$ cat config.mk
export PLATFORM = sky130hd
export DESIGN_NAME = lat_stim_gen
export DESIGN_NICKNAME = d
export VERILOG_FILES = /design/src/rtl/lat_stim_gen.sv
export SDC_FILE = /design/constraint.sdc
export NUM_CORES = 1
export LEC_CHECK = 0
export CAP_MARGIN = 20
export CORE_UTILIZATION = 45
export DETAILED_ROUTE_END_ITERATION = 10
export PLACE_DENSITY = 0.91
export SYNTH_ARGS = -nofsm -noshare
export SYNTH_HDL_FRONTEND = slang
export SYNTH_SLANG_ARGS = --single-unit
$ cat constraint.sdc
create_clock -name pclk -period 2.3 [get_ports pclk]
set_input_delay 0.575 -clock pclk [delete_from_list [all_inputs] [get_ports pclk]]
set_output_delay 0.575 -clock pclk [all_outputs]
set_load 0.05 [all_outputs]
$ cat src/rtl/lat_stim_gen.sv
// Input-lag stimulus: frame-synchronous white box flash with a measurement trigger
// raised at the top of the first lit frame.
module lat_stim_gen #(
  parameter int DARK_FRAMES  = 8,
  parameter int FLASH_FRAMES = 4,
  parameter int BOX_X        = 0,
  parameter int BOX_Y        = 0,
  parameter int BOX_W        = 256,
  parameter int BOX_H        = 256
) (
  input  logic        pclk,
  input  logic        reset,
  input  logic        start,
  input  logic        VSYNC_in,
  input  logic [11:0] h_ctr,
  input  logic [10:0] v_ctr,
  input  logic        trig_ack,
  output logic        trigger,
  output logic        patch_on,
  output logic        busy,
  output logic        done
);

  typedef enum logic [1:0] {
    S_IDLE  = 2'd0,
    S_DARK  = 2'd1,
    S_FLASH = 2'd2,
    S_DONE  = 2'd3
  } state_t;

  localparam logic [7:0]  DARK_LAST  = 8'(DARK_FRAMES - 1);
  localparam logic [7:0]  FLASH_LAST = 8'(FLASH_FRAMES - 1);
  localparam logic [12:0] X_LO       = 13'(BOX_X);
  localparam logic [12:0] X_LEN      = 13'(BOX_W);
  localparam logic [11:0] Y_LO       = 12'(BOX_Y);
  localparam logic [11:0] Y_LEN      = 12'(BOX_H);

  state_t      r_state;
  state_t      w_state_nx;
  logic [7:0]  r_frame_ctr;
  logic [7:0]  w_ctr_nx;
  logic        r_trigger;
  logic        w_trig_nx;
  logic        r_patch_en;
  logic        w_pen_nx;
  logic        r_vs_l;
  logic        r_patch_on;
  logic        w_fs;
  logic [13:0] w_dx;
  logic [12:0] w_dy;
  logic        w_in_box;

  assign w_fs = r_vs_l & ~VSYNC_in;

  // Offset-from-edge form: the top bit is the borrow, so "below the edge"
  // and "past the far edge" are both a single unsigned test.
  assign w_dx = {2'b00, h_ctr} - {1'b0, X_LO};
  assign w_dy = {2'b00, v_ctr} - {1'b0, Y_LO};
  assign w_in_box = ~w_dx[13] & (w_dx[12:0] < X_LEN)
                  & ~w_dy[12] & (w_dy[11:0] < Y_LEN);

  always_ff @(posedge pclk or posedge reset) begin
    if (reset) begin
      r_state     <= S_IDLE;
      r_frame_ctr <= 8'd0;
      r_trigger   <= 1'b0;
      r_patch_en  <= 1'b0;
    end else begin
      r_state     <= w_state_nx;
      r_frame_ctr <= w_ctr_nx;
      r_trigger   <= w_trig_nx;
      r_patch_en  <= w_pen_nx;
    end
  end

  always_ff @(posedge pclk or posedge reset) begin
    if (reset) begin
      r_vs_l     <= 1'b1;
      r_patch_on <= 1'b0;
    end else begin
      r_vs_l     <= VSYNC_in;
      r_patch_on <= r_patch_en & w_in_box;
    end
  end

  always_comb begin
    w_state_nx = r_state;
    w_ctr_nx   = r_frame_ctr;
    w_trig_nx  = r_trigger;
    w_pen_nx   = r_patch_en;
    unique case (r_state)
      S_IDLE: begin
        w_trig_nx = 1'b0;
        w_pen_nx  = 1'b0;
        if (start & w_fs) begin
          w_state_nx = S_DARK;
          w_ctr_nx   = 8'd0;
        end
      end
      S_DARK: begin
        if (!start) begin
          w_state_nx = S_IDLE;
          w_ctr_nx   = 8'd0;
          w_trig_nx  = 1'b0;
          w_pen_nx   = 1'b0;
        end else if (w_fs) begin
          if (r_frame_ctr == DARK_LAST) begin
            w_state_nx = S_FLASH;
            w_ctr_nx   = 8'd0;
            w_pen_nx   = 1'b1;
            w_trig_nx  = 1'b1;
          end else begin
            w_ctr_nx = r_frame_ctr + 8'd1;
          end
        end
      end
      S_FLASH: begin
        if (!start) begin
          w_state_nx = S_IDLE;
          w_ctr_nx   = 8'd0;
          w_trig_nx  = 1'b0;
          w_pen_nx   = 1'b0;
        end else begin
          if (trig_ack) w_trig_nx = 1'b0;
          if (w_fs) begin
            if (r_frame_ctr == FLASH_LAST) begin
              w_state_nx = S_DONE;
              w_ctr_nx   = 8'd0;
              w_pen_nx   = 1'b0;
              w_trig_nx  = 1'b0;
            end else begin
              w_ctr_nx = r_frame_ctr + 8'd1;
            end
          end
        end
      end
      S_DONE: begin
        if (!start) w_state_nx = S_IDLE;
      end
    endcase
  end

  always_comb begin
    busy     = (r_state == S_DARK) | (r_state == S_FLASH);
    done     = (r_state == S_DONE);
    trigger  = r_trigger;
    patch_on = r_patch_on;
  end

endmodule

==> metrics.txt <==
result of the run=finished, final reports clean; Chip Height=slightly below 50 microns; TritonCTS sink count=14; reg-to-reg slack, setup=0.39 ns; hold violation count in the final report=0; Pwr per Cell Area=about 660 mW/mm^2; setup slack at placement=approximately 0.14 ns; DRT iter0 DRCs=22; register bit count reported by yosys=14; Data arrival, critical path=about 1.4 ns; number of antenna diodes=0; kind of cell adding the most delay to the critical path=buffers and inverters; worst hold path class=flip-flop to flip-flop; drt via density=~5.8; Setup crit end kind=primary output; Post-Route Skew=just under 0.006 ns; synthesized-area fraction occupied by xor and xnor cells=0%; Final Slew Violations=0; final worst-path setup slack=~0.28 ns; total vias in the final route=about 840; main combinational cell family by area after synthesis=compound AO/OA/AOI/OAI gates; post-CTS clock slew at the launch and capture registers of the worst setup and hold paths=roughly 0.08 ns; number of violations of the max-capacitance limit=0; critical path fanouts, max=2; floorplan core area=0.00200 sq mm; global route total overflow=0; Post-Route Hold Slack=between 0.5 and 0.6 ns; proportion of synthesized area in mux cells=under 10%; setup bufs post-CTS=0; Post-Syn Nets=between 100 and 150; Worst IR Drop VDD=slightly below 0.0004 V; Starting Density=around half; number of warnings reported in the yosys synthesis log=0; number of nets at the end of the flow=around 150; I/O pin cnt=32; CTS tree=done; distinct cell type count of the synthesized netlist=36; insertion delay to the later sink of the worst-skew pair=between 0.2 and 0.3 ns; Port Buf Inserts=15; routed length per placed instance=14.0 microns; CP startpoint kind=flip-flop; average cell area after synthesis=9.73 sq um; via count of the first global-routing pass=roughly 840; RSZ-0062 raised after global routing=no; DIE AREA=between 0.002 and 0.0025 sq mm; total negative slack=0 ns; largest net degree at the start of global routing=15; half-perimeter wire length of the detailed placement result=1530 microns; Max Freq=approximately 500 MHz; final worst-path cycle share=between 80 and 90%; worst path cell trace=clkdlybuf4s50_1; initial antenna violation count=0; largest stage delay on the critical path=roughly 0.80 ns; global-route wire length before repair=3520 microns; count of buffering cells on the critical path with inverters included=1; adder and majority cell fraction of the synthesized area=7.71%; overall routed net length=roughly 2000 microns; CP Class=flip-flop to primary output; Min Clock Period, post-route=slightly above 2 ns; DRC=0; sequential element share of the synthesized area=36.1%; synthesis-to-layout area growth=18.8%; count of nets left with antenna violations after detail routing=0; CTS root buf=sky130_fd_sc_hd__clkbuf_4; ratio of cells with drive above 1 in the final layout=around an eighth; Worst slew margin=about two thirds; gate count after technology mapping=100; cell with the largest stage delay on the worst path=sky130_fd_sc_hd__clkdlybuf4s50_1; endpoints failing setup=0; static leakage=approximately 0.47 nW; synthesized area=973 sq um; RD Place Congestion=~0.81; Critical Path RT=around 1.7 ns; cts-stage hold buffer count=0; slew at the pin with the worst max-slew slack=approximately 0.52 ns; number of rows in the core area=16; deepest level of the CTS H-tree=1; number of CTS-inserted buffers=3; compound-cell area share of the yosys netlist=around a quarter; Max Buffers Root-to-Sink=2; Die Span X=about 49 microns; CTS resizes=0; simple-gate area share of the yosys netlist=a little under a quarter; first-pass iteration count of the detailed router=4; overall routing resource usage=between 10% and 20%
## per-stage QoR
stage	power [mW]	utilization, %	std cells	area [sq um]
3_5_place_dp	0.614	56.4	141	1130
2_1_floorplan	0.538	-	100	973
6_report	0.762	57.8	145	1160
4_1_cts	0.762	57.8	145	1160
3_3_place_gp	0.597	56.4	141	1130
5_1_grt	0.815	57.8	145	1160
## final timing paths
check	startpoint	to	cells after the start
worst max-delay path	trigger	trigger	1
worst max register to register	r_state[1]	r_frame_ctr[4]	6
max in group asynchronous	reset	r_vs_l	2
min in group asynchronous	reset	r_frame_ctr[4]	2
worst min-delay path	r_frame_ctr[1]	r_frame_ctr[1]	2
worst min register to register	r_frame_ctr[1]	r_frame_ctr[1]	2
## flip-flops by register name (all words and copies together), names as in the netlist
signal	cells
patch_on	1
r_frame_ctr	8
r_patch_en	1
r_state	2
r_vs_l	1
trigger	1
## cell usage after synthesis
library cell | n | area share [%]
sky130_fd_sc_hd__buf_6 | 4 | 4.6
sky130_fd_sc_hd__ha_1 | 6 | 7.7
sky130_fd_sc_hd__or2_4 | 1 | 0.90
sky130_fd_sc_hd__o21a_1 | 1 | 0.77
sky130_fd_sc_hd__a22o_1 | 3 | 2.7
sky130_fd_sc_hd__nor2_1 | 8 | 3.1
sky130_fd_sc_hd__and4b_1 | 1 | 1.0
sky130_fd_sc_hd__nand3b_1 | 1 | 0.77
sky130_fd_sc_hd__mux2i_2 | 1 | 1.4
sky130_fd_sc_hd__dfstp_2 | 1 | 2.7
sky130_fd_sc_hd__o21ai_0 | 8 | 4.1
sky130_fd_sc_hd__o2bb2ai_1 | 2 | 1.8
sky130_fd_sc_hd__nor4_1 | 1 | 0.64
sky130_fd_sc_hd__nand3_1 | 4 | 2.1
sky130_fd_sc_hd__a32o_1 | 1 | 1.0
sky130_fd_sc_hd__mux2i_1 | 2 | 2.1
sky130_fd_sc_hd__nor3_1 | 3 | 1.5
sky130_fd_sc_hd__nor3b_1 | 2 | 1.5
sky130_fd_sc_hd__dfrtp_1 | 13 | 33
sky130_fd_sc_hd__o22ai_1 | 1 | 0.64
sky130_fd_sc_hd__nand2b_1 | 2 | 1.3
sky130_fd_sc_hd__nand2_1 | 9 | 3.5
sky130_fd_sc_hd__a21oi_1 | 5 | 2.6
sky130_fd_sc_hd__o31ai_2 | 2 | 2.6
sky130_fd_sc_hd__a21o_1 | 1 | 0.77
sky130_fd_sc_hd__a31o_4 | 1 | 1.8
sky130_fd_sc_hd__o211ai_1 | 1 | 0.77
sky130_fd_sc_hd__nand4b_1 | 1 | 0.90
sky130_fd_sc_hd__nor4b_4 | 1 | 2.4
sky130_fd_sc_hd__nor4bb_1 | 1 | 1.0
sky130_fd_sc_hd__o2bb2a_1 | 2 | 2.1
sky130_fd_sc_hd__nand4_1 | 3 | 1.9
sky130_fd_sc_hd__o221ai_1 | 1 | 0.90
sky130_fd_sc_hd__or3_1 | 1 | 0.64
sky130_fd_sc_hd__inv_1 | 4 | 1.5
sky130_fd_sc_hd__o31ai_1 | 1 | 0.77
## routing by layer
layer | routed length, microns | part of all wire, % | up-vias | track usage (%)
met3 | 115 | 5.7 | 5 | 4.40
met1 | 901 | 44 | 394 | 24.1
met5 | 0 | 0 | - | 0
li1 | - | - | 408 | -
met2 | 972 | 48 | 30 | 30.8
met4 | 40 | 2.0 | 0 | 12.3
## cell families after synthesis
family                     count (synthesis)
and+or+nand+nor                           39
AOI/OAI and AO/OA                         30
adders and majority gates                  6
muxes                                      3
DFF                                       14
buffers and inverters                      8
## power breakdown
group          leakage [nW]  switching (mW)  internal (mW)  total, mW
Combinational         0.263           0.201          0.139      0.340
Clock                0.0150          0.0828         0.0674      0.150
Sequential            0.190          0.0117          0.260      0.271
## cell type report
cell class | instances | area, sq um
well taps | 27 | 33.8
repair buffers | 18 | 168
fillers | 165 | 846
inverters | 4 | 15.0
multi-input cells | 78 | 562
clock buffers | 4 | 26.3
flip-flops and latches | 14 | 352
## layout by cell type (no fill, tap or decap), types with 2 or more instances in the layout
cell type / netlist / routed
sky130_fd_sc_hd__nand3_1: 4 / 4
sky130_fd_sc_hd__clkbuf_4: 0 / 3
sky130_fd_sc_hd__clkdlybuf4s50_1: 0 / 13
sky130_fd_sc_hd__a22o_1: 3 / 3
sky130_fd_sc_hd__buf_4: 0 / 5
sky130_fd_sc_hd__nor3_1: 3 / 3
sky130_fd_sc_hd__o2bb2ai_1: 2 / 2
sky130_fd_sc_hd__mux2i_1: 2 / 2
sky130_fd_sc_hd__nand2_1: 9 / 9
sky130_fd_sc_hd__o31ai_2: 2 / 2
sky130_fd_sc_hd__o21ai_0: 8 / 8
sky130_fd_sc_hd__nand4_1: 3 / 3
sky130_fd_sc_hd__inv_1: 4 / 4
sky130_fd_sc_hd__dfrtp_1: 13 / 13
sky130_fd_sc_hd__nor2_1: 8 / 8
sky130_fd_sc_hd__o2bb2a_1: 2 / 2
sky130_fd_sc_hd__a21oi_1: 5 / 5
sky130_fd_sc_hd__ha_1: 6 / 6
sky130_fd_sc_hd__nand2b_1: 2 / 2
sky130_fd_sc_hd__nor3b_1: 2 / 2
Power figures use the tool's default switching activity.
